[src/rtl/scandoubler_timing.sv]
// Line-doubling scandoubler sequencer: measures input line and hsync
// length, drives buffer write/read addresses, bank select and 2x syncs.
module scandoubler_timing #(
   parameter int HCNT_WIDTH  = 10,
   parameter int HSCNT_WIDTH = 12
) (
   input  logic                  clk_sys,
   input  logic                  reset_n,
   input  logic                  pe_in,
   input  logic                  pe_out,
   input  logic                  hs_in,
   input  logic                  vs_in,
   output logic [HCNT_WIDTH-1:0] hcnt,
   output logic [HCNT_WIDTH-1:0] sd_hcnt,
   output logic                  line_toggle,
   output logic                  hs_sd,
   output logic                  vs_sd,
   output logic [HCNT_WIDTH-1:0] line_len,
   output logic                  locked,
   output logic                  overflow
);

   localparam int CW = (HCNT_WIDTH > HSCNT_WIDTH) ? HCNT_WIDTH : HSCNT_WIDTH;
   localparam logic [HCNT_WIDTH-1:0] HMAX = '1;

   logic                   hs_d;
   logic [HSCNT_WIDTH-1:0] hs_width;
   logic [HSCNT_WIDTH-1:0] hs_len;
   logic                   pending;

   logic                   rise;
   logic                   fall;
   logic                   hcnt_max;
   logic [HCNT_WIDTH-1:0]  len_next;
   logic                   len_match;
   logic                   sd_wrap;
   logic                   hs_hit;

   // Edge detect, saturated length and output-side decode terms.
   always_comb begin
      rise      = hs_in & ~hs_d;
      fall      = hs_d & ~hs_in;
      hcnt_max  = (hcnt == HMAX);
      len_next  = hcnt_max ? HMAX : hcnt + 1'b1;
      len_match = (len_next == line_len) && (line_len != '0) && !hcnt_max;
      sd_wrap   = (line_len != '0) && (sd_hcnt == line_len - 1'b1);
      hs_hit    = (hs_len != '0) && (CW'(sd_hcnt) < CW'(hs_len));
   end

   // Input side: write address, line measurement and lock tracking.
   always_ff @(posedge clk_sys or negedge reset_n) begin
      if (!reset_n) begin
         hs_d        <= 1'b0;
         hcnt        <= '0;
         line_toggle <= 1'b0;
         line_len    <= '0;
         overflow    <= 1'b0;
         locked      <= 1'b0;
         hs_width    <= '0;
         hs_len      <= '0;
      end else if (pe_in) begin
         hs_d <= hs_in;
         if (rise) begin
            hcnt        <= '0;
            line_toggle <= ~line_toggle;
            line_len    <= len_next;
            overflow    <= hcnt_max;
            locked      <= len_match;
            hs_width    <= HSCNT_WIDTH'(1);
         end else begin
            if (!hcnt_max)
               hcnt <= hcnt + 1'b1;
            if (hs_in && (hs_width != '1))
               hs_width <= hs_width + 1'b1;
            if (fall)
               hs_len <= hs_width;
         end
      end
   end

   // Line-start handoff: set by an input rise, consumed by the next pe_out.
   always_ff @(posedge clk_sys or negedge reset_n) begin
      if (!reset_n)
         pending <= 1'b0;
      else if (pe_in && rise)
         pending <= 1'b1;
      else if (pe_out && pending)
         pending <= 1'b0;
   end

   // Output side: doubled-rate read address and retimed syncs.
   always_ff @(posedge clk_sys or negedge reset_n) begin
      if (!reset_n) begin
         sd_hcnt <= '0;
         hs_sd   <= 1'b0;
         vs_sd   <= 1'b0;
      end else if (pe_out) begin
         if (pending)
            sd_hcnt <= '0;
         else if (sd_wrap)
            sd_hcnt <= '0;
         else
            sd_hcnt <= sd_hcnt + 1'b1;
         hs_sd <= hs_hit;
         vs_sd <= vs_in;
      end
   end

endmodule

[config.mk]
export PLATFORM = sky130hd
export DESIGN_NAME = scandoubler_timing
export DESIGN_NICKNAME = d
export VERILOG_FILES = /design/src/rtl/scandoubler_timing.sv
export SDC_FILE = /design/constraint.sdc
export NUM_CORES = 1
export LEC_CHECK = 0
export BUFFER_PORTS_ARGS = -buffer_cell sky130_fd_sc_hd__clkbuf_2
export CORE_MARGIN = 1
export CORE_UTILIZATION = 55
export DETAILED_ROUTE_END_ITERATION = 16
export PLACE_DENSITY = 0.77
export SLEW_MARGIN = 5
export SYNTH_ARGS = -nofsm -noshare
export SYNTH_HDL_FRONTEND = slang
export SYNTH_SLANG_ARGS = --single-unit
[constraint.sdc]
create_clock -name clk_sys -period 7.6 [get_ports clk_sys]
set_input_delay 0.38 -clock clk_sys [delete_from_list [all_inputs] [get_ports clk_sys]]
set_output_delay 0.38 -clock clk_sys [all_outputs]
set_load 0.02 [all_outputs]
; Word-level counts from Yosys, hierarchy flattened
; Index checks and enable logic that the tools add are counted.
[classes]
addsub = 4
n_lt_le_gt_ge = 1
n_eq_ne = 5
n_mux = 9
bitwise = 6
n_reduce_logical = 16
[op_table]
columns = op, count
row1 = 10-bit two-way mux, 5
row2 = 12-bit two-way mux, 2
row3 = 10-bit by 1-bit adder with 10-bit output (second input constant), 2
row4 = 10-bit == test, 2
row5 = 12-bit by 1-bit adder with 12-bit output (second input constant), 1
row6 = 10-bit by 12-bit < comparator with 1-bit output, 1
row7 = 12-bit inequality test (second input constant), 1
row8 = 12-bit nonzero test, 1
row9 = 10-bit == test (second input constant), 1
row10 = 10-bit nonzero test, 1
row11 = 10-bit by 1-bit subtractor with 10-bit output (second input constant), 1
row12 = 1-bit logical AND, 7
row13 = 2-bit AND reduction, 3
row14 = 1-bit inverter, 4
row15 = 2-bit nonzero test, 2
row16 = 3-bit AND reduction, 1
row17 = 1-bit bitwise AND, 2
row18 = 1-bit two-way mux, 2
row19 = 2-bit inequality test (second input constant), 1
row20 = 1-bit zero test, 1
[totals]
reg_bits = 61
input_bits = 6
out_inout_bits = 35
elab_cells = 53

; Depth between registers and ports, before layout
[logic_depth]
word_depth = 5
depth_mapped = 9
mapped_depth_nobuf = 8

; Least setup slack after synthesis
; No wires, ideal clock.
[synth_path]
kind = register to register
startpoint = reg line_len[0]
endpoint = reg sd_hcnt[0]
setup_time_ns = 0.145
arrival_ns = 2.578
t_required_ns = 7.455
setup_slack_ns = 4.878
path_stages_with_launch = 10
n_path_buf = 1
period_less_slack_ns = 2.722
cell_sequence = dfrtp_1 clkbuf_1 inv_1 ha_1 or4b_4 a2111oi_4 o32ai_1 a21o_1 a211oi_4 o22ai_1
[synth_via]
elab_chain_len = 5
elab_cells_between_ends = 6
classes_between = add/sub (1) / eq/ne (1) / mux (2) / reduce/logical (2)
[synth_lines]
columns = element, line_no
row1 = "start, declared", 18  ; output logic [HCNT_WIDTH-1:0] line_len,
row2 = "start signal, assigned", 66  ; line_len <= len_next;
row3 = 10-bit by 1-bit subtractor with 10-bit output, 46  ; sd_wrap = (line_len != '0) && (sd_hcnt == line_len - 1'b1);
row4 = 10-bit == test, 46
row5 = 1-bit logical AND *, 46
row6 = 10-bit two-way mux *, 100  ; else if (sd_wrap)
row7 = 10-bit two-way mux *, 98  ; if (pending)
row8 = "end signal, assigned", 103  ; sd_hcnt <= sd_hcnt + 1'b1;
row9 = "end, declared", 14  ; output logic [HCNT_WIDTH-1:0] sd_hcnt,
; Every way passes the cells marked *; elsewhere a longest branch is shown, timed or not.
; A chain may end at the register's enable or synchronous reset.

; Final worst setup path
[layout_path]
startpoint = reg line_len[1]
endpoint = reg sd_hcnt[9]
; Same word-level chain as after synthesis.

==> flow_metrics.env <==
export IMPL_fin_crit_sh_pct=37.46
export IMPL_vias=3181
export IMPL_final_common_cell="dfrtp_1"
export IMPL_grt_pass1_wl_um=14330
export IMPL_synth_simple_area_share_pct=20.51
export IMPL_muxShareOfSynthArea_pct=7.001
export IMPL_netlist_instances=417
export IMPL_postCtsHoldBufs=0
export IMPL_setup_viol=0
export IMPL_wl_um=8453
export IMPL_area_growth_pct=10.14
export IMPL_p_leak_nw=1.801
export IMPL_min_path_type="input pin to async pin"
export IMPL_port_buffers=40
export IMPL_async_flop_share_pct=100.0
export IMPL_die_y_um=85.00
export IMPL_clockBufferDepth=2
export IMPL_drcViolationCount=0
export IMPL_dp_hpwl_um=6134
export IMPL_drv_slew=0
export IMPL_clkLatencyLatePin_ps=350
export IMPL_synth_edf_count=0
export IMPL_diodes=0
export IMPL_core_area_mm2=0.006495
export IMPL_clkTransAtPathRegs_ps=70
export IMPL_start_util_pct=58.33
export IMPL_period_minus_slack_ps=2847
export IMPL_nets=466
export IMPL_fillerInstances=530
export IMPL_synth_top_cell_area_share_pct=40.29
export IMPL_seq_area_frac_synth_pct=40.29
export IMPL_final_core_util_pct=64.25
export IMPL_tightest_slew_ps=1137
export IMPL_worstPathRequired_ps=7800
export IMPL_grt_setup_unrepaired="false"
export IMPL_postRouteAntennaNets=0
export IMPL_multi_input_area_mm2=0.002067
export IMPL_netlist_top_cells_area="dfrtp_1 40%, mux2_2 5.9%, xnor2_1 4.9%, nand2_1 4.4%, ha_1 4.3%"
export IMPL_place_area_mm2=0.003999
export IMPL_grt_pass1_vias=2970
export IMPL_ir_drop_v=0.0001737
export IMPL_synth_xor_area_share_pct=7.398
export IMPL_fin_area_mm2=0.004173
export IMPL_crit_path_max_fanout=10
export IMPL_overflow=0
export IMPL_synth_cell_area_mm2=0.003789
export IMPL_die_w_um=85.00
export IMPL_dp_cells=513
export IMPL_fin_skew_ps=13.64
export IMPL_synth_fa_ha_area_share_pct=4.293
export IMPL_antenna_found_initial=0
export IMPL_startpoint_type="flop"
export IMPL_clockRootBuffer="clkbuf_8"
export IMPL_die_area_mm2=0.007224
export IMPL_arrival_ps=3050
export IMPL_drive_gt1_share_pct=18.14
export IMPL_cts_resized=0
export IMPL_avgSynthCellArea_um2=9.085
export IMPL_register_area_mm2=0.001526
export IMPL_ys_types=52
export IMPL_rows=29
export IMPL_synth_main_ff_cell="dfrtp_1"
export IMPL_max_slew_margin_pct=24.16
export IMPL_worstSetupPathType="flop to flop"
export IMPL_yosys_area_top_type="dfrtp_1"
export IMPL_status="finished clean"
export IMPL_powerDensity_mw_per_mm2=266.8
export IMPL_clkSinkCount=61
export IMPL_wl_per_cell_um=15.98
export IMPL_hold_violations=0
export IMPL_cap_violations=0
export IMPL_fin_setup_tns_ps=0
export IMPL_final_cell_mix="61 x dfrtp_1, 44 x nand2_1, 40 x clkbuf_2"
export IMPL_synth_top_family_by_area="simple AND/OR/NAND/NOR gates"
export IMPL_tritoncts="yes"
export IMPL_numCtsBuffers=9
export IMPL_viasPerCell=6.013
export IMPL_first_iter_violations=141
export IMPL_io_pins=41
export IMPL_grt_max_degree=62
export IMPL_fmax_mhz=351.2
export IMPL_post_cts_setup_buffer_count=0
export IMPL_htreeDepth=3
export IMPL_grt_total_usage_pct=25.29
export IMPL_ys_warn_count=0
export IMPL_cp_end_kind="flop"
export IMPL_syn_nets=436
export IMPL_ys_ff_latch=61
export IMPL_gp_congestion=0.8729
export IMPL_dr_pass1_iters=5
export IMPL_stdcell_count=529
export IMPL_synth_compound_area_share_pct=15.36
-- worst max-delay path: stages, from the launching register on --
cell	delay, ps
dfrtp_1	430
inv_1	140
ha_1	290
or4b_4	530
a2111oi_4	330
o32ai_1	140
a21o_1	200
a211oi_4	490
o32ai_1	160
-- power by group --
part / internal [mW] / switching, mW
Clock: 0.119 / 0.141
Combinational: 0.166 / 0.215
Sequential: 0.375 / 0.0980
Total: 0.659 / 0.454
-- through the flow --
step                hold slack (ps)  power [mW]  worst slack [ps]
detailed placement            462.5      0.8573              4762
floorplan                     84.41      0.7409              4878
CTS                           217.8       1.120              4759
finish                        197.9       1.113              4753
global placement              462.9      0.8382              4871
global route                  267.7       1.188              4489
-- path summary, 6_finish.rpt --
| kind | start | to | slack (ps) | cells after the start |
|---|---|---|---|---|
| min in group clk_sys | vs_in | vs_sd | 270 | 2 |
| worst min register to register | line_toggle | line_toggle | 480 | 1 |
| max in group asynchronous | reset_n | locked | 6900 | 2 |
| worst max register to register | line_len[1] | sd_hcnt[9] | 4750 | 8 |
| worst min-delay path | reset_n | sd_hcnt[8] | 200 | 2 |
| worst max-delay path | line_len[1] | sd_hcnt[9] | 4750 | 8 |
-- flip-flops by register name, indices dropped and copies added, names as in the netlist, 10 cells and up --
signal    count
sd_hcnt      10
hs_len       12
hcnt         10
hs_width     12
line_len     10
-- cell usage after synthesis, types with 2 or more instances --
cell type  number
nor3_1         11
clkbuf_1       18
xnor2_1        21
nor2_1         30
and2_1          5
mux2_2         20
nor2b_1         3
mux2i_1         4
a21oi_1        12
o32ai_1         9
nand4_1         9
and4_1          3
and3_1          2
o41ai_1         2
a211oi_1        2
nand2b_1        8
nand2_1        44
a21o_1          3
o21ai_0        24
ha_1           13
a31oi_1         9
xor2_1         11
nand3b_1        2
dfrtp_1        61
o31ai_1         4
o311ai_0        2
or3_1           2
nand3_1        16
nor3b_1         7
buf_2           3
o22ai_1         4
inv_1          27
nor4_1          7
-- metal layers --
layer,wire length (um),part of all wire [%],track usage (%),vias to the layer above
li1,-,-,-,1553
met1,3883,46,35.19,1522
met2,4016,48,40.18,96
met3,453,5.4,4.377,10
met4,99,1.2,8.629,0
met5,0,0,0,-
-- cell type report --
class	count	share of cell area (%)
Multi-Input combinational cell	307	49.54
Sequential cell	61	36.58
Timing Repair Buffer	41	4.978
Clock buffer	9	2.969
Inverter	27	2.429
Tap cell	77	2.309
Clock inverter	7	1.199
-- logic make-up (layout without fill, tap and decap cells) --
logic type | count (synthesis) | after routing
simple gates | 154 | 154
compound gates | 84 | 84
mux | 24 | 24
xor+xnor | 32 | 32
buf+inv | 49 | 84
flops | 61 | 61
fa+ha+maj | 13 | 13
(Power assumes the default switching activity.)
